### src/rtl/memif_req_arbiter_pkg.sv
// Shared types for the memory request path: the command record carried through
// the per-port FIFOs, the credit counter type and the default sizing constants.
package memif_req_arbiter_pkg;

    localparam int MEMIF_TIDW    = 6;
    localparam int MEMIF_ADDRW   = 27;
    localparam int MAXMEMCREDIT  = 8;
    localparam int MEMIF_CREDITW = $clog2(MAXMEMCREDIT + 1);

    typedef struct packed {
        logic                   we;
        logic [MEMIF_TIDW-1:0]  tid;
        logic [MEMIF_ADDRW-1:0] addr;
        logic                   parity;
    } memif_req_type;

    typedef logic [MEMIF_CREDITW-1:0] memif_credit_type;

    // Even parity across the whole record, parity bit included: 1 means corrupted.
    function automatic logic memif_parity_err(input memif_req_type req);
        return ^req;
    endfunction

endpackage

### src/rtl/memif_req_arbiter_fifo.sv
// Per-port command FIFO: one write port, one read port, head visible combinationally.
// full/empty come straight from the registered occupancy count.
module memif_req_arbiter_fifo
    import memif_req_arbiter_pkg::*;
#(
    parameter int DEPTH = 8
) (
    input  logic          clk,
    input  logic          rstn,
    input  logic          push,
    input  logic          pop,
    input  memif_req_type wdata,
    output memif_req_type rdata,
    output logic          full,
    output logic          empty
);

    localparam int AW   = $clog2(DEPTH);
    localparam int CNTW = $clog2(DEPTH + 1);

    memif_req_type   mem [DEPTH];
    logic [AW-1:0]   wr_ptr;
    logic [AW-1:0]   rd_ptr;
    logic [CNTW-1:0] count;
    logic            do_push;
    logic            do_pop;

    assign do_push = push & ~full;
    assign do_pop  = pop & ~empty;
    assign full    = (count == CNTW'(DEPTH));
    assign empty   = (count == '0);
    assign rdata   = mem[rd_ptr];

    // Storage has no reset so it maps onto distributed RAM.
    always_ff @(posedge clk) begin
        if (do_push) begin
            mem[wr_ptr] <= wdata;
        end
    end

    always_ff @(posedge clk) begin
        if (!rstn) begin
            wr_ptr <= '0;
            rd_ptr <= '0;
            count  <= '0;
        end else begin
            if (do_push) begin
                wr_ptr <= wr_ptr + AW'(1);
            end
            if (do_pop) begin
                rd_ptr <= rd_ptr + AW'(1);
            end
            case ({do_push, do_pop})
                2'b10:   count <= count + CNTW'(1);
                2'b01:   count <= count - CNTW'(1);
                default: count <= count;
            endcase
        end
    end

endmodule

### src/rtl/memif_req_arbiter.sv
// N-port round-robin request arbiter feeding one memory-controller command port,
// throttled by controller credits, with per-port parity checking on dequeue.
module memif_req_arbiter
    import memif_req_arbiter_pkg::*;
#(
    parameter int NPORT     = 4,
    parameter int FIFODEPTH = 8,
    parameter int TIDW      = MEMIF_TIDW,
    parameter int ADDRW     = MEMIF_ADDRW,
    parameter int MAXCREDIT = MAXMEMCREDIT,
    parameter int RIDW      = $clog2(NPORT)
) (
    input  logic                              gclk,
    input  logic                              rstn,
    input  logic [NPORT-1:0]                  req_valid,
    output logic [NPORT-1:0]                  req_ready,
    input  logic [NPORT-1:0]                  req_we,
    input  logic [NPORT*TIDW-1:0]             req_tid,
    input  logic [NPORT*ADDRW-1:0]            req_addr,
    input  logic [NPORT-1:0]                  req_parity,
    output logic                              mc_valid,
    output logic [RIDW-1:0]                   mc_rid,
    output logic                              mc_we,
    output logic [TIDW-1:0]                   mc_tid,
    output logic [ADDRW-1:0]                  mc_addr,
    output logic                              mc_parity,
    input  logic                              mc_credit_ret,
    output logic [$clog2(MAXCREDIT+1)-1:0]    credit_cnt,
    output logic [NPORT-1:0]                  perr,
    output logic                              credit_ovf
);

    localparam int CW = $clog2(MAXCREDIT + 1);

    memif_req_type    push_data [NPORT];
    memif_req_type    head      [NPORT];
    memif_req_type    gcmd;
    logic [NPORT-1:0] fifo_full;
    logic [NPORT-1:0] fifo_empty;
    logic [NPORT-1:0] pop;
    logic [NPORT-1:0] eligible;
    logic             grant_valid;
    logic [RIDW-1:0]  grant_idx;
    logic [RIDW-1:0]  idx;
    logic [RIDW-1:0]  rr_ptr;
    logic             rst_done;

    // rst_done keeps req_ready low during reset and for the first cycle after it.
    for (genvar p = 0; p < NPORT; p++) begin : g_port
        assign push_data[p] = {req_we[p], req_tid[p*TIDW +: TIDW],
                               req_addr[p*ADDRW +: ADDRW], req_parity[p]};
        assign req_ready[p] = rst_done & ~fifo_full[p];

        memif_req_arbiter_fifo #(.DEPTH(FIFODEPTH)) u_fifo (
            .clk   (gclk),
            .rstn  (rstn),
            .push  (req_valid[p] & req_ready[p]),
            .pop   (pop[p]),
            .wdata (push_data[p]),
            .rdata (head[p]),
            .full  (fifo_full[p]),
            .empty (fifo_empty[p])
        );
    end

    // Scan from the highest offset down so the nearest port at/after rr_ptr wins.
    always_comb begin
        eligible    = (credit_cnt != '0) ? ~fifo_empty : '0;
        grant_valid = 1'b0;
        grant_idx   = '0;
        idx         = '0;
        for (int i = NPORT - 1; i >= 0; i--) begin
            idx = rr_ptr + RIDW'(i);
            if (eligible[idx]) begin
                grant_valid = 1'b1;
                grant_idx   = idx;
            end
        end
        pop = '0;
        if (grant_valid) begin
            pop[grant_idx] = 1'b1;
        end
    end

    assign gcmd = head[grant_idx];

    always_ff @(posedge gclk) begin
        if (!rstn) begin
            rst_done   <= 1'b0;
            rr_ptr     <= '0;
            mc_valid   <= 1'b0;
            mc_rid     <= '0;
            mc_we      <= 1'b0;
            mc_tid     <= '0;
            mc_addr    <= '0;
            mc_parity  <= 1'b0;
            credit_cnt <= CW'(MAXCREDIT);
            perr       <= '0;
            credit_ovf <= 1'b0;
        end else begin
            rst_done <= 1'b1;
            mc_valid <= grant_valid;
            if (grant_valid) begin
                rr_ptr    <= grant_idx + RIDW'(1);
                mc_rid    <= grant_idx;
                mc_we     <= gcmd.we;
                mc_tid    <= gcmd.tid;
                mc_addr   <= gcmd.addr;
                mc_parity <= gcmd.parity;
                if (memif_parity_err(gcmd)) begin
                    perr[grant_idx] <= 1'b1;
                end
            end
            // A grant and a return on the same edge cancel out.
            case ({grant_valid, mc_credit_ret})
                2'b10: credit_cnt <= credit_cnt - CW'(1);
                2'b01: begin
                    if (credit_cnt == CW'(MAXCREDIT)) begin
                        credit_ovf <= 1'b1;
                    end else begin
                        credit_cnt <= credit_cnt + CW'(1);
                    end
                end
                default: credit_cnt <= credit_cnt;
            endcase
        end
    end

endmodule

### config.mk
export PLATFORM = sky130hd
export DESIGN_NAME = memif_req_arbiter
export DESIGN_NICKNAME = d
export VERILOG_FILES = /design/src/rtl/memif_req_arbiter_pkg.sv /design/src/rtl/memif_req_arbiter_fifo.sv /design/src/rtl/memif_req_arbiter.sv
export SDC_FILE = /design/constraint.sdc
export NUM_CORES = 1
export LEC_CHECK = 0
export ABC_CLOCK_PERIOD_IN_PS = 6000
export CAP_MARGIN = 20
export CORE_MARGIN = 1
export CORE_UTILIZATION = 54
export CTS_BUF_LIST = sky130_fd_sc_hd__clkbuf_8 sky130_fd_sc_hd__clkbuf_16
export DETAILED_ROUTE_END_ITERATION = 10
export PLACE_DENSITY_LB_ADDON = 0.12
export SETUP_SLACK_MARGIN = 0.2
export SYNTH_ARGS = -nofsm -noshare
export SYNTH_HDL_FRONTEND = slang
export SYNTH_SLANG_ARGS = --single-unit
### constraint.sdc
create_clock -name gclk -period 6 [get_ports gclk]
set_input_delay 0.9 -clock gclk [delete_from_list [all_inputs] [get_ports gclk]]
set_output_delay 0.9 -clock gclk [all_outputs]
set_load 0.01 [all_outputs]
==> Word level (Yosys, flattened, before mapping) <==
Memory sizes are Yosys's and may differ from the RTL's. A register that Yosys moved wholly into a read port is not among the register bits.
Cells that the tools add are included.
{ "totals": {"n_memories": 4, "ff_bits": 90, "ram_bits": 1120, "output_inout_bits": 51, "in_bits": 147, "wordCells": 160} }
{ "mem_list": {"columns": ["memory", "words", "word_bits", "read_ports", "rd_ports_with_merged_regs", "write_ports", "line", "source"], "rows": [
  ["g_port[0].u_fifo.mem", 8, 35, 1, 1, 1, "memif_req_arbiter_fifo.sv:21", "memif_req_type mem [DEPTH];"],
  ["g_port[1].u_fifo.mem", 8, 35, 1, 1, 1, "memif_req_arbiter_fifo.sv:21", null],
  ["g_port[2].u_fifo.mem", 8, 35, 1, 1, 1, "memif_req_arbiter_fifo.sv:21", null],
  ["g_port[3].u_fifo.mem", 8, 35, 1, 1, 1, "memif_req_arbiter_fifo.sv:21", null]
]} }
{ "op_classes": {"addsub": 22, "eq_ne": 16, "n_reduce_logical": 15, "bitwise_logic": 27, "muxes": 46, "magnitude_cmp": 7} }
{ "op_table": {"columns": ["cell", "n"], "rows": [
  ["binary-select mux 35 bit (select 2 bit)", 1],
  ["two-way mux 35 bit", 2],
  ["one-hot mux 4 bit (2 select lines)", 5],
  ["parity 35 bit", 1],
  ["adder 3 x 1 -> 3 bit (second input constant)", 8],
  ["two-way mux 3 bit", 8],
  ["adder 4 x 1 -> 4 bit (second input constant)", 5],
  ["== test 4 bit (second input constant)", 5],
  ["subtractor 4 x 1 -> 4 bit (second input constant)", 5],
  ["two-way mux 1 bit", 18],
  ["bitwise AND 1 bit", 16],
  ["zero test 4 bit", 4],
  ["less-than comparator 2 x 3 -> 1 bit (second input constant)", 5],
  ["two-way mux 4 bit", 3],
  ["== test 2 x 1 -> 1 bit (second input constant)", 5],
  ["== test 2 bit (second input constant)", 5],
  ["nonzero test 2 bit", 5],
  ["binary-select mux 1 bit (select 2 bit)", 4],
  ["two-way mux 2 bit", 4],
  ["inverter 1 bit", 8],
  ["AND reduction 2 bit", 3],
  ["adder 2 x 1 -> 2 bit (second input constant)", 2],
  ["adder 2 bit (second input constant)", 2],
  ["inverter 4 bit", 1],
  ["8 further kinds", 8]
]} }

==> Depth between registers and ports, before layout <==
Gate-level depths: netlist of the first run.
{ "depth": {"word_depth": 17, "mapped_depth": 18, "depth_no_buf": 13} }

==> Hierarchy <==
From an unflattened synthesis of the first run, not the netlist that was laid out.
{ "unflattened": {"cells_unflattened": 2387, "area_unflattened_um2": 48308.8} }
{ "modules_own_cells": {"columns": ["mod", "seq_area_each_um2", "cells_each", "instances", "area_each_um2"], "rows": [
  ["memif_req_arbiter_fifo", 8668.3, 479, 4, 11167.0],
  ["memif_req_arbiter", 1001.0, 471, 1, 3641.0]
]} }

==> Worst setup path after synthesis of the first run <==
No wires, ideal clock.
{ "synth_path": {"path_type": "register to register", "start": "register g_port[3].u_fifo.count[1]", "end": "memory g_port[3].u_fifo.mem[0][0] in the netlist's numbering, enable pin", "path_buffers": 1, "setup_time_ps": 471, "stages_incl_launch_ff": 7, "required_ps": 5529, "t_arrival_ps": 3669, "path_slack_ps": 1861, "period_less_slack_ps": 4139, "cell_sequence": "dfxtp_1 > buf_2 > nor3_1 > a21boi_0 > and2_1 > nand2b_1 > nor3_1"} }
{ "synth_via": {"elab_chain_cells": 7} }
{ "synth_lines": {"columns": ["element", "line", "source"], "rows": [
  ["from (decl)", "memif_req_arbiter_fifo.sv:24", "logic [CNTW-1:0] count;"],
  ["from (signal assigned)", "memif_req_arbiter_fifo.sv:54", "2'b10: count <= count + CNTW'(1);"],
  ["from (signal assigned)", "memif_req_arbiter_fifo.sv:55", "2'b01: count <= count - CNTW'(1);"],
  ["from (signal assigned)", "memif_req_arbiter_fifo.sv:56", "default: count <= count;"],
  ["== test 4 bit", "memif_req_arbiter_fifo.sv:30", "assign full = (count == CNTW'(DEPTH));"],
  ["inverter 1 bit", "memif_req_arbiter.sv:52", "assign req_ready[p] = rst_done & ~fifo_full[p];"],
  ["bitwise AND 1 bit", "memif_req_arbiter.sv:52", null],
  ["net req_ready[3]", "memif_req_arbiter.sv:16", "output logic [NPORT-1:0] req_ready,"],
  ["bitwise AND 1 bit", "memif_req_arbiter.sv:57", ".push (req_valid[p] & req_ready[p]),"],
  ["bitwise AND 1 bit", "memif_req_arbiter_fifo.sv:28", "assign do_push = push & ~full;"],
  ["two-way mux 1 bit", "memif_req_arbiter_fifo.sv:36", "if (do_push) begin"],
  ["two-way mux 1 bit (implied by the code)", "memif_req_arbiter_fifo.sv:37", "mem[wr_ptr] <= wdata;"],
  ["to (decl)", "memif_req_arbiter_fifo.sv:21", null]
]} }
The timed path passes the listed nets, and every way through them passes these cells.

==> Worst setup path after layout of the first run <==
{ "layout_path": {"start": "register credit_cnt[0]", "end": "register perr[3]"} }
{ "layout_via": {"elab_chain_cells": 14, "elab_cells_between_ends": 30, "cone_classes": "order compare (2); mux (22); bitwise (2); reduce/logical (4)"} }
{ "layout_lines": {"columns": ["element", "line", "source"], "rows": [
  ["from (decl)", "memif_req_arbiter.sv:28", "output logic [$clog2(MAXCREDIT+1)-1:0] credit_cnt,"],
  ["from (signal assigned)", "memif_req_arbiter.sv:97", "credit_cnt <= CW'(MAXCREDIT);"],
  ["from (signal assigned)", "memif_req_arbiter.sv:116", "2'b10: credit_cnt <= credit_cnt - CW'(1);"],
  ["from (signal assigned)", "memif_req_arbiter.sv:121", "credit_cnt <= credit_cnt + CW'(1);"],
  ["nonzero test 4 bit (*)", "memif_req_arbiter.sv:68", "eligible = (credit_cnt != '0) ? ~fifo_empty : '0;"],
  ["two-way mux 4 bit (*)", "memif_req_arbiter.sv:68", null],
  ["binary-select mux 1 bit (select 2 bit)", "memif_req_arbiter.sv:74", "if (eligible[idx]) begin"],
  ["two-way mux 1 bit (implied by the code)", "memif_req_arbiter.sv:74", null],
  ["two-way mux 2 bit (4 in series)", "memif_req_arbiter.sv:74", null],
  ["inverter 2 -> 3 bit (implied by the code)", "memif_req_arbiter.sv:85", "assign gcmd = head[grant_idx];"],
  ["binary-select mux 35 bit (select 2 bit)", "memif_req_arbiter.sv:85", null],
  ["two-way mux 35 bit (implied by the code) (2 in series)", "memif_req_arbiter.sv:85", null],
  ["parity 35 bit", "memif_req_arbiter_pkg.sv:21", "return ^req;"],
  ["AND reduction 2 bit (no source line)", null, null],
  ["to (signal assigned)", "memif_req_arbiter.sv:98", "perr <= '0;"],
  ["to (signal, indexed assignment)", "memif_req_arbiter.sv:111", "perr[grant_idx] <= 1'b1;"],
  ["to (decl)", "memif_req_arbiter.sv:29", "output logic [NPORT-1:0] perr,"]
]} }
Mark *: on every way between the ends. The rest lies on a longest branch, timed or not. The select of a mux whose other input is x is not followed.
A chain may end at the register's enable or synchronous reset.

==> results by group, run 1 <==
Critical path
  • Critical Setup Path Class: flip-flop to flip-flop
  • Cell family with the largest share of critical-path delay: simple AND/OR/NAND/NOR gates
  • Largest stage delay, worst path: 0.74 ns
  • Worst setup SP type: flip-flop
  • Crit path launch: credit_cnt[0]
  • WP depth: 13
  • CP max-delay cell: and2_4
  • Crit. End Element: flip-flop
  • R2R setup slack: 1.32 ns
  • Critical R2R Launch: credit_cnt[0]
  • Bufs and invs on worst path: 0
  • Critical Path, Cell by Cell: nor4_4 > and4bb_1 > o22ai_2 > and2_4 > a211oi_1 > a211oi_1 > a21oi_1 > xnor2_1 > xnor2_1 > xnor3_1 > xnor3_1 > nor3_1 > o21a_1
  • WP data required: 6.58 ns
  • Data arrival, critical path: around 5.3 ns
  • Worst-path fanout max: 65
  • Reg-to-reg endpoint: perr[3]
  • Register-to-Register Path Depth: 13

Route
  • Final WL: 111 mm
  • Drt drc: 0
  • WL/cell: roughly 29 um
  • Routed via count: 23600
  • ANT nets after route: 0
  • Wire length on met2: 53.9 mm
  • Initial drt markers: 2433
  • M1 WL: 46.0 mm
  • Max layer used: met5
  • Metal3 WL: around 7.4 mm
  • Vias per inst: 6.08
  • 1st-pass router iterations: 5

Power and ir drop
  • Worst IR drop on VDD: approximately 970 uV
  • Pwr dens: 488 nW/um^2
  • Pleak: approximately 18 nW

Timing
  • Unrepaired setup endpoints after global routing: false
  • Final period util: 78.0%
  • Clk_skew: 0.0211 ns
  • Crit path time final: 4.68 ns
  • Final hold slack: 0.469 ns
  • FMAX: 214 MHz
  • Final Hold Fails: 0
  • Slew Viols, Final: 0
  • Max_slew headroom: 29.3%
  • Final setup TNS: 0 ns
  • Worst-margin pin slew: 1.06 ns
  • Final Setup Violations: 0

Clock network
  • Worst-Skew Late Latency: slightly below 0.7 ns
  • CTS Buf Count: around 120
  • Clk slew on worst S/H paths: 0.07 ns
  • Resize count post-CTS: 0
  • CTS tree: built
  • Root buffer cell: clkbuf_16
  • CTS H-tree depth: 3
  • Post-CTS setup buffers: 0
  • Clock Path Buffers: 3
  • # clock sinks: 1222
  • Hold_buf cts: 0

Outcome
  • Status: completed

Place
  • Port bufs: between 150 and 200
  • Post-detail-place hpwl: approximately 70 mm
  • Final RePlAce weighted congestion: 0.835

Global route
  • GRT overflow: 0
  • First-pass GRT wire length: 163 mm
  • Tot GR Track Use: 25.0%
  • Largest net degree at the start of global routing: 95
  • Number of global-route vias before repair: approximately 24000
  • Initial antenna violation count: 11

Synth
  • Largest family of logic cells by synthesized area: multiplexers
  • Ys flop type: edfxtp_1
  • Post-Synth Adder-Cell Area: less than 1%
  • Post-synth ARST share: 0%
  • Synthesized flop and latch total: 1222
  • XOR/XNOR Fraction of Synth Area: under 10%
  • Top-count cell post-synth: edfxtp_1
  • Syn nets: 2538
  • Yosys top cell by area: edfxtp_1
  • Synth Area in Simple Gates: approximately 3.3%
  • Complex-gate fraction of the synthesized area: 3.62%
  • Post-synth top cells: edfxtp_1, mux4_2, dfxtp_1, nand2_1, mux2i_1
  • Register area share after synthesis: 74.4%
  • Area share of the largest cell type after synthesis: 70.2%
  • Synth top area cells: edfxtp_1, mux4_2, dfxtp_1, mux2i_1, a211oi_1
  • Mux cell area share after synthesis: between 15 and 20%
  • Synthesized area per cell: 20.2 sq um
  • Post-synth EDFFs: 1120
  • Post-Synthesis Cells: 2368
  • Mapped Area: 47900 sq um
  • Synth Warn #: 0
  • Library cells used by synthesis: 52

Floorplan
  • Die area: 89900 sq um
  • Site Rows: between 100 and 150
  • Vert. Die Dim: approximately 300 um
  • Core Area: 87300 sq um
  • I/O pins: between 150 and 200
  • Initial core utilization: 54.9%
  • Die Wd: ~300 um

Hold path
  • Worst min-delay path class: flip-flop to flip-flop
  • Hold Path Stages: 1
  • Hold EP: credit_ovf
  • Hold_sp: credit_ovf

Run
  • Max-cap viol count: 0

Final layout
  • Layout cells sized above 1: 21.6%
  • Layout Nets: 2791
  • Layout Area Growth over Synthesis: 15.8%
  • ANT cells: 0
-- cell families after synthesis --
group / after synthesis
xor gates and xnor gates: 62
buffers and inverters: 137
AOI/OAI and AO/OA: 244
muxes: 384
DFF: 1222
and+or+nand+nor: 296
adders and majority gates: 23
-- registers in the layout, summed over array words and instances, names as in the netlist, named ones only --
name	count
mc_rid	2
g_port.u_fifo.mem	1120
mc_valid	1
g_port.u_fifo.rd_ptr	12
mc_tid	6
mc_addr	27
rst_done	1
g_port.u_fifo.wr_ptr	12
perr	4
mc_we	1
rr_ptr	2
g_port.u_fifo.count	16
mc_parity	1
credit_cnt	4
credit_ovf	1
-- worst max path at each step --
stage	to	slack [ns]
finish	perr[3]	1.32
global placement	perr[2]	1.33
floorplan	g_port[3].u_fifo.mem[0][0]	1.86
global route	perr[2]	1.05
detailed placement	perr[2]	1.28
CTS	perr[2]	1.28
-- metrics by stage --
stage	power, mW	instance area, sq um	worst slack [ns]	utilization (%)	instances
detailed placement	19.8	51400	1.28	58.9	3651
finish	27.1	55500	1.32	63.5	3881
floorplan	17.3	47900	1.86	-	2368
global placement	19.6	51400	1.33	58.9	3651
CTS	27.2	55400	1.28	63.5	3879
global route	28.2	55500	1.05	63.5	3881
-- layout make-up --
| class | count | area [sq um] |
|---|---|---|
| multi-input combinational | 1009 | 11800 |
| clock inverter | 96 | 772 |
| clock buffer | 132 | 3200 |
| timing repair buffer | 259 | 2500 |
| tap | 1155 | 1450 |
| fill | 5976 | 31800 |
| inverter | 8 | 30.0 |
| sequential | 1222 | 35700 |
-- per-layer routing --
metal / track usage [%] / vias to the layer above
met3: 4.68 / 171
met4: 7.92 / 18
met1: 35.5 / 12400
met5: 0 / -
li1: - / 10200
met2: 39.7 / 766
-- layout by cell type, fill, tap and decap left out, drive strengths merged, types with 4 or more instances in the layout --
master | synthesis | routed
inv | 8 | 44
mux2i | 90 | 90
xor2 | 22 | 22
clkdlybuf4s50 | 0 | 196
ha | 22 | 22
clkinv | 0 | 46
xnor2 | 35 | 35
mux4 | 280 | 280
o311a | 6 | 6
bufinv | 0 | 12
nor2b | 58 | 58
nand2 | 99 | 99
o21a | 6 | 6
a21boi | 26 | 26
nand3b | 4 | 4
xnor3 | 5 | 5
and2 | 28 | 28
nand3 | 6 | 6
buf | 76 | 63
nor4 | 5 | 5
mux2 | 14 | 14
or3 | 6 | 6
o211a | 28 | 28
nor4bb | 4 | 4
clkbuf | 53 | 132
a21oi | 55 | 55
a211oi | 75 | 75
a31oi | 8 | 8
edfxtp | 1120 | 1120
nor2 | 50 | 50
o21ai | 27 | 27
nor3 | 15 | 15
dfxtp | 102 | 102
nand2b | 18 | 18
-- power breakdown --
group,switching (mW),internal (mW)
registers,0.538,9.66
logic,5.07,4.38
clock network,3.11,4.33
total,8.71,18.4
Power figures use the tool's default switching activity.
==> run 2: changes to the inputs <==
Settings changed: ABC_CLOCK_PERIOD_IN_PS 6000 to 4000.
Clock period 6 ns to 4 ns, I/O delays scaled along.
==> results by group, run 2 (synthesized netlist as in run 1, its figures left out) <==
Outcome
  • Status: completed

Critical path
  • Worst-path fanout max: 18 (-72%)
  • Worst setup SP type: flip-flop
  • Critical Setup Path Class: flip-flop to flip-flop
  • R2R setup slack: 0.22 ns (-1.10 ns)
  • WP data required: 4.64 ns (-1.94 ns)
  • Data arrival, critical path: 4.42 ns (-0.84 ns)
  • Crit. End Element: flip-flop

Final layout
  • Largest reg by FF count: g_port.u_fifo.mem
  • Commonest non-fill, non-tap cell in the layout: edfxtp_1
  • Layout cells sized above 1: 26.5% (+4.8 points)
  • Fill cell count: 5872 (-1.7%)
  • Max reg flops: 1120 (unchanged)
  • Layout Nets: 2924 (+4.8%)
  • Fin area: 56800 sq um (+2.4%)
  • Top Registers: g_port.u_fifo.mem (1120), mc_addr (27), g_port.u_fifo.count (16)
  • Layout Area Growth over Synthesis: 18.5%
  • Most frequent cells in the layout: edfxtp_1, mux4_2, clkdlybuf4s50_1

Route
  • WL/cell: 28.6 um (+0.45%)
  • ANT nets after route: 0 (unchanged)
  • Metal3 WL: 8.99 mm (+22%)
  • Routed via count: 24400 (+3.6%)
  • Final WL: 115 mm (+3.8%)
  • Max layer used: met5
  • Vias per inst: 6.10 (+0.26%)
  • M1 WL: 46.4 mm (+1.0%)
  • Initial drt markers: 2355 (-3.2%)
  • Drt drc: 0 (unchanged)
  • 1st-pass router iterations: 5 (unchanged)
  • Wire length on met2: 55.7 mm (+3.3%)

Place
  • Placed standard-cell area: 52600 sq um (+2.2%)
  • Final RePlAce weighted congestion: 0.965 (+16%)
  • Port bufs: 197 (unchanged)
  • Post-detail-place hpwl: 72.9 mm (+5.6%)

Clock network
  • Root buffer cell: clkbuf_16
  • Clock Path Buffers: 3 (unchanged)
  • # clock sinks: 1222 (unchanged)
  • Worst-Skew Late Latency: 0.70 ns (about the same)
  • CTS H-tree depth: 3 (unchanged)
  • CTS tree: built
  • CTS Buf Count: 119 (-1.7%)
  • Clk slew on worst S/H paths: 0.07 ns (about the same)
  • Hold_buf cts: 0 (unchanged)

Timing
  • Worst-margin pin slew: 0.710 ns (-0.348 ns)
  • Final Hold Fails: 0 (unchanged)
  • Unrepaired setup endpoints after global routing: true
  • Max_slew headroom: 52.7% (+23 points)
  • Crit path time final: 3.78 ns (-0.899 ns)
  • Slew Viols, Final: 0 (unchanged)
  • Clk_skew: 0.0406 ns (+0.0194 ns)
  • FMAX: 264 MHz (+24%)
  • Final period util: 94.6% (+17 points)
  • Final Setup Violations: 0 (unchanged)
  • Final setup TNS: 0 ns (unchanged)

Global route
  • Tot GR Track Use: 25.7% (+0.76 points)
  • First-pass GRT wire length: 167 mm (+2.8%)
  • GRT overflow: 0 (unchanged)
  • Largest net degree at the start of global routing: 61 (-36%)
  • Number of global-route vias before repair: 24500 (+2.8%)
  • Initial antenna violation count: 8 (-3)

Floorplan
  • I/O pins: 198 (unchanged)
  • Die area: 89900 sq um (unchanged)
  • Die Wd: 300 um (unchanged)
  • Initial core utilization: 54.9% (unchanged)
  • Core Area: 87300 sq um (unchanged)
  • Vert. Die Dim: 300 um (unchanged)
  • Site Rows: 108 (unchanged)

Hold path
  • Worst min-delay path class: input pin to flip-flop

Power and ir drop
  • Pleak: 18.2 nW (+3.4%)
  • Pwr dens: 744 nW/um^2 (+52%)
  • Worst IR drop on VDD: 1200 uV (+24%)

Run
  • Max-cap viol count: 0 (unchanged)
==> run 2: cell count changes in the layout (fill, tap and decap cells not counted), sizes merged <==
cell / previous run / this run
buf: 63 / 197
clkinvlp: 2 / 3
clkbuf: 132 / 124
clkinv: 46 / 53
inv: 44 / 41
diode: 0 / 3
bufinv: 12 / 8
==> run 2: final timing paths <==
path	from	endpoint	cells past startpoint
setup / recovery	g_port[0].u_fifo.count[0]	perr[2]	15
hold / removal	rstn	rst_done	1
setup reg to reg	g_port[0].u_fifo.count[0]	perr[2]	15
hold reg to reg	mc_addr[7]	mc_addr[7]	2
==> run 2: power breakdown <==
group / internal [mW] / leakage [nW] / switching [mW]
Clock: 6.07 / 1.94 / 4.66
Combinational: 7.95 / 5.32 / 8.61
Sequential: 14.5 / 11.0 / 0.481
Total: 28.5 / 18.2 / 13.8
==> run 2: area by class of cell <==
cell class              instances  area (sq um)  share of cell area (%)
diodes                          3          7.51                  0.0132
clock buffers                 123          3080                    5.42
clock inverters                97           683                    1.20
inverters                       8          30.0                  0.0529
multi-input cells            1009         12000                    21.2
flip-flops and latches       1222         35700                    62.9
well taps                    1155          1450                    2.54
repair buffers                394          3800                    6.70
==> run 2: timing repair <==
| item | CTS | global route |
|---|---|---|
| gates resized for setup | 14 | 27 |
| pin swaps | 9 | 11 |
| setup endpoints to repair | 4 | 6 |
| cloned | 1 | 1 |
| setup buffers | 7 | 18 |
==> run 2: through the flow <==
step / setup slack [ns] / hold slack, ns / util [%] / power (mW) / std cells
after floorplan: 0.318 / 0.467 / - / 25.6 / 2368
after global placement: 0.0867 / 0.462 / 60.2 / 30.2 / 3761
after detailed placement: -0.0649 / 0.470 / 60.2 / 30.4 / 3761
after CTS: 0.201 / 0.380 / 64.7 / 41.9 / 3989
after global routing: 0.0897 / 0.441 / 65.0 / 43.8 / 4009
final: 0.217 / 0.439 / 65.1 / 42.3 / 4011
==> run 2: worst max-delay path: stages, from the launching register on <==
cell	delay, ns
dfxtp_1	0.33
nor4_4	0.35
buf_4	0.19
and2_4	0.17
o31a_1	0.21
and2_4	0.24
buf_4	0.26
a211oi_1	0.07
a21oi_1	0.41
a21oi_1	0.19
xnor2_1	0.20
xnor2_1	0.15
xnor3_1	0.25
xnor3_2	0.44
nor3_1	0.15
o21a_1	0.12
==> run 2: layer usage <==
layer	track usage [%]	vias up
met5	0	-
met4	8.11	8
met3	5.16	198
met2	40.9	902
met1	36.3	12900
li1	-	10500
